## src/rtl/rv32_encoder.sv

```systemverilog
// rtl/rv32_encoder.sv - RV32I field-to-instruction-word encoder with output FIFO
// Illegal field combinations store a zero word flagged by out_err, keeping order.
package rv32_encoder_pkg;
  typedef enum logic [5:0] {
    RV32_UNKNOWN = 6'd0,
    RV32_LUI, RV32_AUIPC, RV32_JAL, RV32_JALR,
    RV32_BEQ, RV32_BNE, RV32_BLT, RV32_BGE, RV32_BLTU, RV32_BGEU,
    RV32_LB, RV32_LH, RV32_LW, RV32_LBU, RV32_LHU,
    RV32_SB, RV32_SH, RV32_SW,
    RV32_ADDI, RV32_SLTI, RV32_SLTIU, RV32_XORI, RV32_ORI, RV32_ANDI,
    RV32_SLLI, RV32_SRLI, RV32_SRAI,
    RV32_ADD, RV32_SUB, RV32_SLL, RV32_SLT, RV32_SLTU,
    RV32_XOR, RV32_SRL, RV32_SRA, RV32_OR, RV32_AND,
    RV32_FENCE, RV32_FENCEI, RV32_ECALL, RV32_EBREAK,
    RV32_CSRRW, RV32_CSRRS, RV32_CSRRC, RV32_CSRRWI, RV32_CSRRSI, RV32_CSRRCI
  } rv32_opcode_enum_t;
endpackage

module rv32_encoder
  import rv32_encoder_pkg::*;
#(
  parameter int FIFO_DEPTH = 2,
  parameter int CNT_W      = 16
) (
  input  logic              clk,
  input  logic              rst,
  input  logic              flush,
  input  logic              in_valid,
  output logic              in_ready,
  input  rv32_opcode_enum_t in_opcode,
  input  logic [4:0]        in_rd,
  input  logic [4:0]        in_rs1,
  input  logic [4:0]        in_rs2,
  input  logic [31:0]       in_imm,
  input  logic [11:0]       in_csr,
  input  logic [3:0]        in_fence_pred,
  input  logic [3:0]        in_fence_succ,
  output logic              out_valid,
  input  logic              out_ready,
  output logic [31:0]       out_instr,
  output logic              out_err,
  output logic [CNT_W-1:0]  enc_count,
  output logic [CNT_W-1:0]  err_count
);

  localparam int PW = (FIFO_DEPTH > 1) ? $clog2(FIFO_DEPTH) : 1;
  localparam int CW = PW + 1;
  localparam logic [CW-1:0]    DEPTH_C = CW'(FIFO_DEPTH);
  localparam logic [CW-1:0]    CW_ONE  = 1;
  localparam logic [PW-1:0]    PW_ONE  = 1;
  localparam logic [CNT_W-1:0] CNT_ONE = 1;

  typedef enum logic [3:0] {
    FMT_R, FMT_I, FMT_SH, FMT_S, FMT_B, FMT_U, FMT_J, FMT_CSR, FMT_FENCE, FMT_FIXED, FMT_BAD
  } fmt_e;

  fmt_e        fmt;
  logic [6:0]  op;
  logic [2:0]  f3;
  logic [6:0]  f7;
  logic [31:0] fixed_word;
  logic [31:0] raw_word;
  logic        legal;
  logic [31:0] enc_word;
  logic        enc_err;
  logic        imm_i_ok, imm_b_ok, imm_j_ok, imm_sh_ok, imm_u_ok;

  assign imm_i_ok  = (&in_imm[31:11]) | ~(|in_imm[31:11]);
  assign imm_b_ok  = ((&in_imm[31:12]) | ~(|in_imm[31:12])) & ~in_imm[0];
  assign imm_j_ok  = ((&in_imm[31:20]) | ~(|in_imm[31:20])) & ~in_imm[0];
  assign imm_sh_ok = ~(|in_imm[31:5]);
  assign imm_u_ok  = ~(|in_imm[11:0]);

  always_comb begin
    fmt        = FMT_BAD;
    op         = 7'b0000000;
    f3         = 3'b000;
    f7         = 7'b0000000;
    fixed_word = 32'h0;
    case (in_opcode)
      RV32_LUI:    begin fmt = FMT_U; op = 7'b0110111; end
      RV32_AUIPC:  begin fmt = FMT_U; op = 7'b0010111; end
      RV32_JAL:    begin fmt = FMT_J; op = 7'b1101111; end
      RV32_JALR:   begin fmt = FMT_I; op = 7'b1100111; end
      RV32_BEQ:    begin fmt = FMT_B; op = 7'b1100011; f3 = 3'b000; end
      RV32_BNE:    begin fmt = FMT_B; op = 7'b1100011; f3 = 3'b001; end
      RV32_BLT:    begin fmt = FMT_B; op = 7'b1100011; f3 = 3'b100; end
      RV32_BGE:    begin fmt = FMT_B; op = 7'b1100011; f3 = 3'b101; end
      RV32_BLTU:   begin fmt = FMT_B; op = 7'b1100011; f3 = 3'b110; end
      RV32_BGEU:   begin fmt = FMT_B; op = 7'b1100011; f3 = 3'b111; end
      RV32_LB:     begin fmt = FMT_I; op = 7'b0000011; f3 = 3'b000; end
      RV32_LH:     begin fmt = FMT_I; op = 7'b0000011; f3 = 3'b001; end
      RV32_LW:     begin fmt = FMT_I; op = 7'b0000011; f3 = 3'b010; end
      RV32_LBU:    begin fmt = FMT_I; op = 7'b0000011; f3 = 3'b100; end
      RV32_LHU:    begin fmt = FMT_I; op = 7'b0000011; f3 = 3'b101; end
      RV32_SB:     begin fmt = FMT_S; op = 7'b0100011; f3 = 3'b000; end
      RV32_SH:     begin fmt = FMT_S; op = 7'b0100011; f3 = 3'b001; end
      RV32_SW:     begin fmt = FMT_S; op = 7'b0100011; f3 = 3'b010; end
      RV32_ADDI:   begin fmt = FMT_I; op = 7'b0010011; f3 = 3'b000; end
      RV32_SLTI:   begin fmt = FMT_I; op = 7'b0010011; f3 = 3'b010; end
      RV32_SLTIU:  begin fmt = FMT_I; op = 7'b0010011; f3 = 3'b011; end
      RV32_XORI:   begin fmt = FMT_I; op = 7'b0010011; f3 = 3'b100; end
      RV32_ORI:    begin fmt = FMT_I; op = 7'b0010011; f3 = 3'b110; end
      RV32_ANDI:   begin fmt = FMT_I; op = 7'b0010011; f3 = 3'b111; end
      RV32_SLLI:   begin fmt = FMT_SH; op = 7'b0010011; f3 = 3'b001; end
      RV32_SRLI:   begin fmt = FMT_SH; op = 7'b0010011; f3 = 3'b101; end
      RV32_SRAI:   begin fmt = FMT_SH; op = 7'b0010011; f3 = 3'b101; f7 = 7'b0100000; end
      RV32_ADD:    begin fmt = FMT_R; op = 7'b0110011; f3 = 3'b000; end
      RV32_SUB:    begin fmt = FMT_R; op = 7'b0110011; f3 = 3'b000; f7 = 7'b0100000; end
      RV32_SLL:    begin fmt = FMT_R; op = 7'b0110011; f3 = 3'b001; end
      RV32_SLT:    begin fmt = FMT_R; op = 7'b0110011; f3 = 3'b010; end
      RV32_SLTU:   begin fmt = FMT_R; op = 7'b0110011; f3 = 3'b011; end
      RV32_XOR:    begin fmt = FMT_R; op = 7'b0110011; f3 = 3'b100; end
      RV32_SRL:    begin fmt = FMT_R; op = 7'b0110011; f3 = 3'b101; end
      RV32_SRA:    begin fmt = FMT_R; op = 7'b0110011; f3 = 3'b101; f7 = 7'b0100000; end
      RV32_OR:     begin fmt = FMT_R; op = 7'b0110011; f3 = 3'b110; end
      RV32_AND:    begin fmt = FMT_R; op = 7'b0110011; f3 = 3'b111; end
      RV32_FENCE:  begin fmt = FMT_FENCE; op = 7'b0001111; end
      RV32_FENCEI: begin fmt = FMT_FIXED; fixed_word = 32'h0000100F; end
      RV32_ECALL:  begin fmt = FMT_FIXED; fixed_word = 32'h00000073; end
      RV32_EBREAK: begin fmt = FMT_FIXED; fixed_word = 32'h00100073; end
      RV32_CSRRW:  begin fmt = FMT_CSR; op = 7'b1110011; f3 = 3'b001; end
      RV32_CSRRS:  begin fmt = FMT_CSR; op = 7'b1110011; f3 = 3'b010; end
      RV32_CSRRC:  begin fmt = FMT_CSR; op = 7'b1110011; f3 = 3'b011; end
      RV32_CSRRWI: begin fmt = FMT_CSR; op = 7'b1110011; f3 = 3'b101; end
      RV32_CSRRSI: begin fmt = FMT_CSR; op = 7'b1110011; f3 = 3'b110; end
      RV32_CSRRCI: begin fmt = FMT_CSR; op = 7'b1110011; f3 = 3'b111; end
      default:     fmt = FMT_BAD;
    endcase
  end

  // The immediate forms CSRRxI share the CSR layout: zimm rides in on in_rs1.
  always_comb begin
    raw_word = 32'h0;
    legal    = 1'b1;
    case (fmt)
      FMT_R:     raw_word = {f7, in_rs2, in_rs1, f3, in_rd, op};
      FMT_I:     begin raw_word = {in_imm[11:0], in_rs1, f3, in_rd, op}; legal = imm_i_ok; end
      FMT_SH:    begin raw_word = {f7, in_imm[4:0], in_rs1, f3, in_rd, op}; legal = imm_sh_ok; end
      FMT_S:     begin raw_word = {in_imm[11:5], in_rs2, in_rs1, f3, in_imm[4:0], op}; legal = imm_i_ok; end
      FMT_B:     begin
        raw_word = {in_imm[12], in_imm[10:5], in_rs2, in_rs1, f3, in_imm[4:1], in_imm[11], op};
        legal    = imm_b_ok;
      end
      FMT_U:     begin raw_word = {in_imm[31:12], in_rd, op}; legal = imm_u_ok; end
      FMT_J:     begin
        raw_word = {in_imm[20], in_imm[10:1], in_imm[11], in_imm[19:12], in_rd, op};
        legal    = imm_j_ok;
      end
      FMT_CSR:   raw_word = {in_csr, in_rs1, f3, in_rd, op};
      FMT_FENCE: raw_word = {4'b0000, in_fence_pred, in_fence_succ, 5'b00000, 3'b000, 5'b00000, op};
      FMT_FIXED: raw_word = fixed_word;
      default:   legal = 1'b0;
    endcase
    enc_word = legal ? raw_word : 32'h0;
    enc_err  = ~legal;
  end

  logic [32:0]      mem_q [FIFO_DEPTH];
  logic [PW-1:0]    wptr_q, wptr_d, rptr_q, rptr_d;
  logic [CW-1:0]    count_q, count_d;
  logic [CNT_W-1:0] enc_cnt_q, err_cnt_q;
  logic             push, pop;

  assign in_ready  = (count_q < DEPTH_C) && !flush;
  assign out_valid = (count_q != '0);
  assign push      = in_valid && in_ready;
  assign pop       = out_valid && out_ready && !flush;
  assign out_instr = out_valid ? mem_q[rptr_q][31:0] : 32'h0;
  assign out_err   = out_valid & mem_q[rptr_q][32];
  assign enc_count = enc_cnt_q;
  assign err_count = err_cnt_q;

  always_comb begin
    count_d = count_q;
    wptr_d  = push ? wptr_q + PW_ONE : wptr_q;
    rptr_d  = pop  ? rptr_q + PW_ONE : rptr_q;
    case ({push, pop})
      2'b10:   count_d = count_q + CW_ONE;
      2'b01:   count_d = count_q - CW_ONE;
      default: count_d = count_q;
    endcase
    if (flush) begin
      count_d = '0;
      wptr_d  = '0;
      rptr_d  = '0;
    end
  end

  always_ff @(posedge clk or posedge rst) begin
    if (rst) begin
      for (int i = 0; i < FIFO_DEPTH; i++) mem_q[i] <= '0;
      wptr_q    <= '0;
      rptr_q    <= '0;
      count_q   <= '0;
      enc_cnt_q <= '0;
      err_cnt_q <= '0;
    end else begin
      if (push) mem_q[wptr_q] <= {enc_err, enc_word};
      wptr_q  <= wptr_d;
      rptr_q  <= rptr_d;
      count_q <= count_d;
      if (push && !enc_err && (enc_cnt_q != '1)) enc_cnt_q <= enc_cnt_q + CNT_ONE;
      if (push &&  enc_err && (err_cnt_q != '1)) err_cnt_q <= err_cnt_q + CNT_ONE;
    end
  end

endmodule

```

## config.mk

```make
export PLATFORM = sky130hd
export DESIGN_NAME = rv32_encoder
export DESIGN_NICKNAME = d
export VERILOG_FILES = /design/src/rtl/rv32_encoder.sv
export SDC_FILE = /design/constraint.sdc
export NUM_CORES = 1
export LEC_CHECK = 0
export ABC_AREA = 1
export CELL_PAD_IN_SITES_DETAIL_PLACEMENT = 0
export CELL_PAD_IN_SITES_GLOBAL_PLACEMENT = 1
export CORE_ASPECT_RATIO = 1.2
export CORE_MARGIN = 2
export CORE_UTILIZATION = 36
export CTS_CLUSTER_DIAMETER = 40
export DETAILED_ROUTE_END_ITERATION = 7
export GPL_TIMING_DRIVEN = 1
export PLACE_DENSITY_LB_ADDON = 0.1
export RECOVER_POWER = 50
export SETUP_SLACK_MARGIN = 0.3
export SLEW_MARGIN = 15
export SYNTH_ARGS = -nofsm -noshare
export SYNTH_HDL_FRONTEND = slang
export SYNTH_SLANG_ARGS = --single-unit
```

## constraint.sdc

```tcl
create_clock -name clk -period 4.4 [get_ports clk]
set_input_delay 0.88 -clock clk [delete_from_list [all_inputs] [get_ports clk]]
set_output_delay 0.88 -clock clk [all_outputs]
set_load 0.01 [all_outputs]
```

==> summary.md, run 1 <==
| Metric | Value |
|---|---|
| R2R depth | `5` |
| P per Cell Area | `roughly 350 nW/µm²` |
| CTS sink count | `100` |
| Largest net degree at the start of global routing | `65` |
| Flop2flop setup slack | `2.26 ns` |
| FMAX | `298 MHz` |
| Buffers on Ports | `between 100 and 150` |
| Setup Total Neg Slack | `0 ns` |
| Largest delay contributor family on the critical path | `buffers and inverters` |
| Crit path launch type | `input pin` |
| Hold path cells | `2` |
| Syn_area_per_cell | `between 6 and 7 µm²` |
| DP Worst Slack | `about 0.84 ns` |
| DR iter-0 viols | `723` |
| Slowest stage delay, CP | `1.82 ns` |
| Area leader, netlist | `dfrtp_1` |
| Cts bufs inserted | `9` |
| Synth Area in Compound Gates | `0.112` |
| Post-CTS Hold Buffers | `0` |
| R2r startpoint | `count_q[1]` |
| Post-placement cell count | `~1500` |
| TritonRoute pass-1 iters | `5` |
| Final Hold Viols | `0` |
| Status | `complete, but fails checks` |
| Period minus WS final | `3.35 ns` |
| Final worst slack | `1.05 ns` |
| Count of cell types in the netlist | `37` |
| Share of layout cells above drive strength 1 | `0.0606` |
| Final nets | `1296` |
| Peak supply drop | `0.202 mV` |
| Top cells by area, synth | `dfrtp_1 (36%), nand2_1 (21%), nand3_1 (8.4%), nor2_1 (4.9%), inv_1 (4.6%)` |
| Number of register bits inferred by synthesis | `100` |
| Detail Route Antenna Nets | `0` |
| Class of the worst hold path | `reg2reg` |
| Unrepaired setup endpoints after global routing | `false` |
| Final estimated routing congestion in global placement | `0.956` |
| Most frequent cells after synthesis | `nand2_1 (388), nand3_1 (117), dfrtp_1 (100), nor2_1 (91), inv_1 (86)` |
| Skew final | `0.00546 ns` |
| CORE AREA | `19000 µm²` |
| Fin. max-slew vios | `64` |
| Number of setup violations in the final report | `0` |
| Die ar. | `20600 µm²` |
| Clk_lat worst skew | `0.36 ns` |
| Die height | `157 µm` |
| Critical Path, Cell by Cell | `dlygate4sd3_1 > inv_1` |
| Worst hold margin | `roughly 0.48 ns` |
| DRC viols | `0` |
| Estimated wirelength of the detail-placed design | `18.0 mm` |
| Clock Pin Slew Worst Setup and Hold Paths | `roughly 0.07 ns` |
| ANT cells | `0` |
| Rel. slew slack | `-0.727` |
| Critical Path Start | `rst` |
| Final instance area | `9050 µm²` |
| Area post-placement | `8710 µm²` |
| Yosys warning count | `0` |
| Maximum buffer depth of the clock tree | `2` |
| Vias in the first global route | `7362` |
| Max_cap viols | `1` |
| Post-CTS setup buffer count | `0` |
| Asr flop ratio synth | `1.00` |
| R2R Path End | `mem_q[5]` |
| Synth Cell Area | `7000 µm²` |
| Post-synth EDFFs | `0` |
| I/O pins | `145` |
| Predominant post-synthesis flop cell | `dfrtp_1` |
| CTS tree | `done` |
| Worst-margin pin slew | `2.59 ns` |
| Synthesized Nets | `1168` |
| WHS Endpoint | `mem_q[27]` |
| Tot Pwr | `3.16 mW` |
| Area grow syn2layout | `29.3%` |
| Final Non-Filler Cells | `1477` |
| Routed WL | `24.6 mm` |
| Synth Area in Simple Gates | `0.424` |
| Initial Utilization | `0.369` |
| Via/cell ratio | `roughly 5.2` |
| Critical path peak fanout | `64` |
| Grt total ovfl | `0` |
| Critical path buffers and inverters | `2` |
| Mapped Cells | `between 1000 and 1500` |
| Row Count | `55` |
| Post-synthesis mux area share | `0.00161` |
| CP arrival | `3.27 ns` |
| Wire per inst | `16.7 µm` |
| Tcrit/Tclk final | `0.762` |
| CP endpoint kind | `async pin` |
| Failing checks | `capacitance limit, slew limit` |
| Yosys top cell area share | `0.357` |
| Slowest stage cell, crit path | `inv_1` |
| H-tree Lvls | `3` |
| Post-CTS sizing | `0` |
| Xor/xnor share of the synthesized area | `0.0113` |
| Vias | `approximately 7700` |
| Hold_sp | `mem_q[27]` |
| Antenna violations before repair | `0` |
| Core Util, Final | `0.477` |
| Crit path kind | `in2async` |
| Adder-cell share of the synthesized area | `0.00357` |
| First-pass GRT wire length | `39.8 mm` |
| Most common cell in the synthesized netlist | `nand2_1` |
| Largest family of logic cells by synthesized area | `simple AND/OR/NAND/NOR gates` |
| Gr usage total | `0.243` |
| Die W | `around 130 µm` |
| LEAKAGE | `4.30 nW` |
| Register area share after synthesis | `0.357` |
| Critical Path RT | `about 4.3 ns` |
| Clk root buf | `clkbuf_16` |
[cell usage in the layout (no fill, tap or decap), types with 2 or more instances in the layout]
master | netlist | final
nand3_1 | 117 | 117
clkinv_1 | 1 | 2
o22ai_1 | 5 | 5
buf_4 | 9 | 23
clkbuf_16 | 0 | 9
o21ai_0 | 47 | 47
o211ai_1 | 14 | 14
dfrtp_1 | 100 | 100
nand2_1 | 388 | 388
a21oi_1 | 41 | 41
nand4_1 | 50 | 50
inv_2 | 14 | 14
clkdlybuf4s50_1 | 0 | 111
nor4_1 | 2 | 2
clkinv_4 | 0 | 2
nand3_2 | 3 | 3
nor2_4 | 2 | 2
nor3_1 | 20 | 20
o2111ai_1 | 2 | 2
inv_1 | 86 | 85
nor2_1 | 91 | 89
xor2_1 | 6 | 6
o21a_1 | 7 | 7
bufinv_16 | 0 | 3
ha_1 | 2 | 2
a22oi_1 | 10 | 10
a22o_1 | 2 | 2
nand2_2 | 3 | 3
xnor2_1 | 3 | 3
nor2_2 | 9 | 11
o21ai_1 | 6 | 6
dlygate4sd3_1 | 0 | 33
[cells by family after synthesis]
family	after synthesis
AOI/OAI and AO/OA	136
and+or+nand+nor	688
adders and majority gates	2
muxes	1
xor gates and xnor gates	9
buffers and inverters	152
DFF	100
[how the worst max path moves through the flow]
| stage | to | slack, ns | depth (start not counted) |
|---|---|---|---|
| floorplan | count_q[0] | 0.90 | 1 |
| global placement | mem_q[24] | 0.79 | 12 |
| detailed placement | mem_q[56] | 0.84 | 12 |
| CTS | out_instr[11] | 1.09 | 5 |
| global route | mem_q[3] | 0.54 | 2 |
| finish | enc_count[13] | 1.05 | 2 |
[registers in the layout, indices dropped and copies added, names as in the netlist]
register and count:
mem_q 64, enc_count 16, err_count 16, count_q 2
rptr_q 1, wptr_q 1
[cell type report]
cell class / count / area [µm²]
inverter: 101 / 379
tap: 256 / 320
fill: 2010 / 9940
multi-input combinational: 836 / 3880
timing repair buffer: 168 / 1630
clock inverter: 6 / 113
clock buffer: 10 / 229
sequential: 100 / 2500
[power breakdown]
group | leakage (nW) | internal [mW] | switching, mW
clock | 0.167 | 0.558 | 0.369
combinational | 2.77 | 0.414 | 0.619
sequential | 1.36 | 1.09 | 0.111
total | 4.30 | 2.06 | 1.10
[routing by layer]
metal  track usage  up-vias  part of all wire
met5             0        -                 0
met4        0.0621        0             0.017
met3        0.0382       32             0.053
met2         0.432      237              0.50
met1         0.310     3563              0.43
li1              -     3826                 -
[worst min-delay path, stage by stage (launching register included)]
cell and delay, ns:
dfrtp_1 0.34, nand2_1 0.05, nand2_1 0.05
(Power assumes the default switching activity.)
==> run 2, diff against run 1 <==
Settings changed: CORE_UTILIZATION 36 to 33.
Clock period 4.4 ns to 3 ns, I/O delays scaled along.
==> run 2 against run 1 <==
The run now ends clean; die area is 8.8% higher; total power is 42% higher; clock skew is 0.0085 ns higher; cell count is 3.6% higher; sequential power is 47% higher; final area is 3.9% higher; setup slack worse by 0.62 ns; routed wire length is 2.0% higher; largest cell class unchanged; largest power group unchanged.
==> summary.md, run 2 (same netlist as run 1, synthesis figures left out) <==
| Metric | Value |
|---|---|
| Status | `completed` |
| Share of layout cells above drive strength 1 | `0.0922` |
| Critical path buffers and inverters | `3` |
| Die W | `137 µm` |
| Critical Path, Cell by Cell | `buf_6 > buf_6 > nand2_1 > a21oi_1 > clkdlybuf4s50_1` |
| CP endpoint kind | `output pin` |
| Gr usage total | `0.228` |
| TritonRoute pass-1 iters | `5` |
| Core Util, Final | `0.450` |
| I/O pins | `145` |
| CTS tree | `done` |
| Fin. max-slew vios | `0` |
| Largest Register | `mem_q` |
| Grt total ovfl | `0` |
| CTS sink count | `100` |
| Area grow syn2layout | `34.4%` |
| P per Cell Area | `476 nW/µm²` |
| Clk root buf | `clkbuf_16` |
| Max_cap viols | `0` |
| CORE AREA | `about 21000 µm²` |
| Estimated wirelength of the detail-placed design | `18.8 mm` |
| Critical Path RT | `2.40 ns` |
| Commonest non-fill, non-tap cells in the layout | `nand2_1 (388), nand3_1 (117), clkdlybuf4s50_1 (112)` |
| Buffers on Ports | `144` |
| Final estimated routing congestion in global placement | `0.950` |
| Setup Total Neg Slack | `0 ns` |
| Die height | `164 µm` |
| Clock Pin Slew Worst Setup and Hold Paths | `approximately 0.060 ns` |
| Routed WL | `between 20 and 30 mm` |
| Antenna violations before repair | `2` |
| H-tree Lvls | `3` |
| Unrepaired setup endpoints after global routing | `false` |
| Number of setup violations in the final report | `0` |
| Multi-input logic area | `3880 µm²` |
| LEAKAGE | `roughly 4.5 nW` |
| Largest net degree at the start of global routing | `101` |
| Maximum buffer depth of the clock tree | `2` |
| Class of the worst hold path | `reg2reg` |
| Tcrit/Tclk final | `0.859` |
| Critical path peak fanout | `24` |
| First-pass GRT wire length | `39.9 mm` |
| Detail Route Antenna Nets | `0` |
| Via/cell ratio | `5.08` |
| Final worst slack | `0.424 ns` |
| DR iter-0 viols | `479` |
| Crit path kind | `reg2out` |
| Vias in the first global route | `between 7000 and 8000` |
| Crit path launch type | `flop` |
| Final nets | `1334` |
| Hold path cells | `2` |
| Largest register FFs | `64` |
| Wire per inst | `16.4 µm` |
| Skew final | `between 0.01 and 0.015 ns` |
| Cts bufs inserted | `9` |
| CP arrival | `1.98 ns` |
| Crit path depth | `5` |
| Most common cell after layout, fill and taps aside | `nand2_1` |
| Period minus WS final | `2.58 ns` |
| Storage element area | `2500 µm²` |
| Clk_lat worst skew | `0.35 ns` |
| DRC viols | `0` |
| Peak supply drop | `about 0.36 mV` |
| Slowest stage cell, crit path | `clkdlybuf4s50_1` |
| DP Worst Slack | `0.0712 ns` |
| Tot Pwr | `roughly 4.5 mW` |
| Die ar. | `~22000 µm²` |
| Final Hold Viols | `0` |
| Slowest stage delay, CP | `0.56 ns` |
| Vias | `7772` |
| Rel. slew slack | `0.0517` |
| Fill count | `2245` |
| Worst-margin pin slew | `1.42 ns` |
| Largest delay contributor family on the critical path | `buffers and inverters` |
| Post-CTS Hold Buffers | `0` |
| CP dominant cell by count | `buf_6` |
| R2R depth | `11` |
| FMAX | `388 MHz` |
| Initial Utilization | `0.335` |
| Row Count | `58` |
==> run 2: cell count changes in the layout (fill, tap and decap cells not counted), moves of 2 or more <==
cell        previous run  this run
buf_6                  0         3
nor2_1                89        87
clkinvlp_4             0         5
inv_1                 85        83
clkinv_4               2         0
nor2_2                11        13
buf_12                 1         8
diode_2                0         2
clkbuf_8               0         2
bufinv_16              3         0
buf_4                 23        50
==> run 2: layer usage <==
| metal | global-route usage | wire, µm | up-vias |
|---|---|---|---|
| met5 | 0 | 0 | - |
| met4 | 0.0623 | 509 | 0 |
| met3 | 0.0400 | 1190 | 31 |
| met2 | 0.400 | 12500 | 187 |
| met1 | 0.286 | 10900 | 3645 |
| li1 | - | - | 3909 |
==> run 2: final cells by class <==
cell class | instances | area share
multi-input combinational | 836 | 0.412
sequential | 100 | 0.266
timing repair buffer | 206 | 0.214
inverter | 101 | 0.0411
tap | 270 | 0.0359
clock buffer | 12 | 0.0273
clock inverter | 3 | 0.00239
antenna | 2 | 0.000532
==> run 2: worst register-to-register path: cells and delay by family, from the launching register on <==
| kind | cells | cell delay [ns] |
|---|---|---|
| fa+ha+maj | 1 | 0.23 |
| buf+inv | 1 | 0.19 |
| flops | 1 | 0.42 |
| simple gates | 9 | 1.16 |
==> run 2: path summary, 6_finish.rpt <==
kind                         startpoint            end  slack, ns
max                              rptr_q  out_instr[21]       0.42
min                           mem_q[46]      mem_q[46]       0.48
max reg2reg                enc_count[0]  enc_count[15]       0.90
min reg2reg                   mem_q[46]      mem_q[46]       0.48
max in group asynchronous           rst   err_count[3]       0.84
min in group asynchronous           rst      mem_q[16]       1.24
==> run 2: where the power goes <==
group / total, mW / leakage (nW) / switching, mW / internal [mW]
Clock: 1.12 / 0.127 / 0.512 / 0.604
Combinational: 1.60 / 2.97 / 0.926 / 0.678
Sequential: 1.76 / 1.36 / 0.162 / 1.60
==> run 2: stage by stage <==
stage,hold slack (ns),std cells,area (µm²)
after global routing,0.500,1528,9410
after global placement,0.459,1513,9120
after CTS,0.482,1528,9410
final,0.478,1530,9410
after floorplan,0.444,1088,7010
after detailed placement,0.465,1513,9120
==> run 2: what timing repair did <==
item | CTS | global route
buffers inserted | 0 | 0
endpoints found under the setup margin | 1 | 102
resized for setup | 2 | 7
==> run 3, diff against run 2 <==
Settings changed: CORE_ASPECT_RATIO 1.2 to 2.
==> run 3 against run 2 <==
Non-clock buffer count up 20; clock-buffer cell count down 2; register-to-register slack is essentially flat; setup slack got worse by 0.077 ns; global-route usage rose by 3.9 points; worst hold slack improved by 0.0033 ns; via count is 3.0% higher.
==> summary.md, run 3 (same netlist as run 1, synthesis figures left out) <==
| Metric | Value |
|---|---|
| Unrepaired setup endpoints after global routing | `true` |
| Gr usage total | `0.267` |
| Die W | `107 µm` |
| Max_cap viols | `0` |
| CP arrival | `2.05 ns` |
| Class of the worst hold path | `reg2reg` |
| Initial Utilization | `0.335` |
| TritonRoute pass-1 iters | `7` |
| CTS sink count | `100` |
| DRC viols | `0` |
| Via/cell ratio | `about 5.2` |
| Clk_lat worst skew | `0.36 ns` |
| Die height | `approximately 210 µm` |
| Cts bufs inserted | `9` |
| Die ar. | `22500 µm²` |
| Commonest non-fill, non-tap cells in the layout | `nand2_1 (388), nand3_1 (116), clkdlybuf4s50_1 (110)` |
| DR iter-0 viols | `377` |
| Largest Register | `mem_q` |
| Tcrit/Tclk final | `0.884` |
| Worst-margin pin slew | `around 1.5 ns` |
| First-pass GRT wire length | `45.4 mm` |
| Post-CTS Hold Buffers | `0` |
| Rel. slew slack | `0.0249` |
| CTS tree | `done` |
| Share of layout cells above drive strength 1 | `0.113` |
| Final nets | `1354` |
| Routed WL | `29.3 mm` |
| I/O pins | `between 100 and 150` |
| Final worst slack | `0.347 ns` |
| Buffers on Ports | `between 100 and 150` |
| Final Non-Filler Cells | `roughly 1500` |
| Clk root buf | `clkbuf_16` |
| Final Hold Viols | `0` |
| Tot Pwr | `approximately 4.8 mW` |
| Vias | `8008` |
| Clock Pin Slew Worst Setup and Hold Paths | `~0.07 ns` |
| Crit path kind | `reg2out` |
| Status | `completed` |
| Row Count | `75` |
| Maximum buffer depth of the clock tree | `2` |
| CORE AREA | `20900 µm²` |
| Period minus WS final | `about 2.7 ns` |
| Crit path launch type | `flop` |
| Most common cell after layout, fill and taps aside | `nand2_1` |
| Antenna violations before repair | `1` |
| Fin. max-slew vios | `0` |
| Largest register FFs | `64` |
| Peak supply drop | `0.388 mV` |
| Post-placement cell count | `between 1500 and 2000` |
| Grt total ovfl | `0` |
| Skew final | `0.0148 ns` |
| Final estimated routing congestion in global placement | `0.914` |
| FMAX | `roughly 380 MHz` |
| CP endpoint kind | `output pin` |
| Vias in the first global route | `8108` |
| Critical path peak fanout | `36` |
| Estimated wirelength of the detail-placed design | `23.0 mm` |
| Critical Path RT | `between 2 and 2.5 ns` |
| Area grow syn2layout | `37.3%` |
| Detail Route Antenna Nets | `0` |
| P per Cell Area | `496 nW/µm²` |
| DP Worst Slack | `-0.142 ns` |
| Worst hold margin | `0.482 ns` |
| LEAKAGE | `4.60 nW` |
| H-tree Lvls | `3` |
| Number of setup violations in the final report | `0` |
| Largest net degree at the start of global routing | `101` |
| Wire per inst | `18.9 µm` |
==> run 3: per-layer routing <==
layer  track usage  part of all wire  up-vias
met4         0.144             0.053        0
met5             0                 0        -
li1              -                 -     3941
met1         0.265              0.35     3786
met3        0.0254             0.033       62
met2         0.525              0.57      219
==> run 3: stage by stage <==
step,cell area (µm²),TNS [ns],util
2_1_floorplan,7010,0,-
6_report,9610,0,0.459
3_3_place_gp,9220,-5.69,0.440
5_1_grt,9610,0,0.459
3_5_place_dp,9220,-6.55,0.440
4_1_cts,9560,0,0.457
==> run 3: power by group <==
part | leakage, nW | internal (mW) | switching (mW) | total [mW]
combinational | 3.08 | 0.719 | 0.983 | 1.70
clock | 0.158 | 0.689 | 0.604 | 1.29
sequential | 1.36 | 1.60 | 0.174 | 1.77
total | 4.60 | 3.01 | 1.76 | 4.77
==> run 3: repair_timing <==
| action | CTS | global route |
|---|---|---|
| endpoints found under the setup margin | 73 | 98 |
| resized for setup | 8 | 13 |
| setup buffers | 0 | 2 |
| hold endpoints to repair | 0 | 0 |
| gates cloned | 0 | 0 |
==> run 3: worst paths after layout <==
| path | from | endpoint | slack [ns] | depth (start not counted) |
|---|---|---|---|---|
| min in group asynchronous | rst | mem_q[10] | 1.24 | 3 |
| setup reg to reg | enc_count[0] | enc_count[15] | 0.89 | 11 |
| max in group asynchronous | rst | err_count[11] | 0.83 | 3 |
| setup / recovery | rptr_q | out_instr[18] | 0.35 | 4 |
| hold / removal | mem_q[64] | mem_q[64] | 0.48 | 2 |
| hold reg to reg | mem_q[64] | mem_q[64] | 0.48 | 2 |
==> run 3: layout make-up <==
| cell class | count | area [µm²] |
|---|---|---|
| Antenna cell | 1 | 2.50 |
| Fill cell | 2267 | 11300 |
| Sequential cell | 100 | 2500 |
| Tap cell | 269 | 337 |
| Inverter | 101 | 387 |
| Clock inverter | 6 | 80.1 |
| Timing Repair Buffer | 226 | 2150 |
| Clock buffer | 10 | 239 |
| Multi-Input combinational cell | 836 | 3920 |
==> run 3: critical path: stages (launching register included) <==
cell and delay, ns:
dfrtp_1 0.42, buf_8 0.27, nand2_1 0.11, a21oi_2 0.29
clkdlybuf4s50_1 0.60
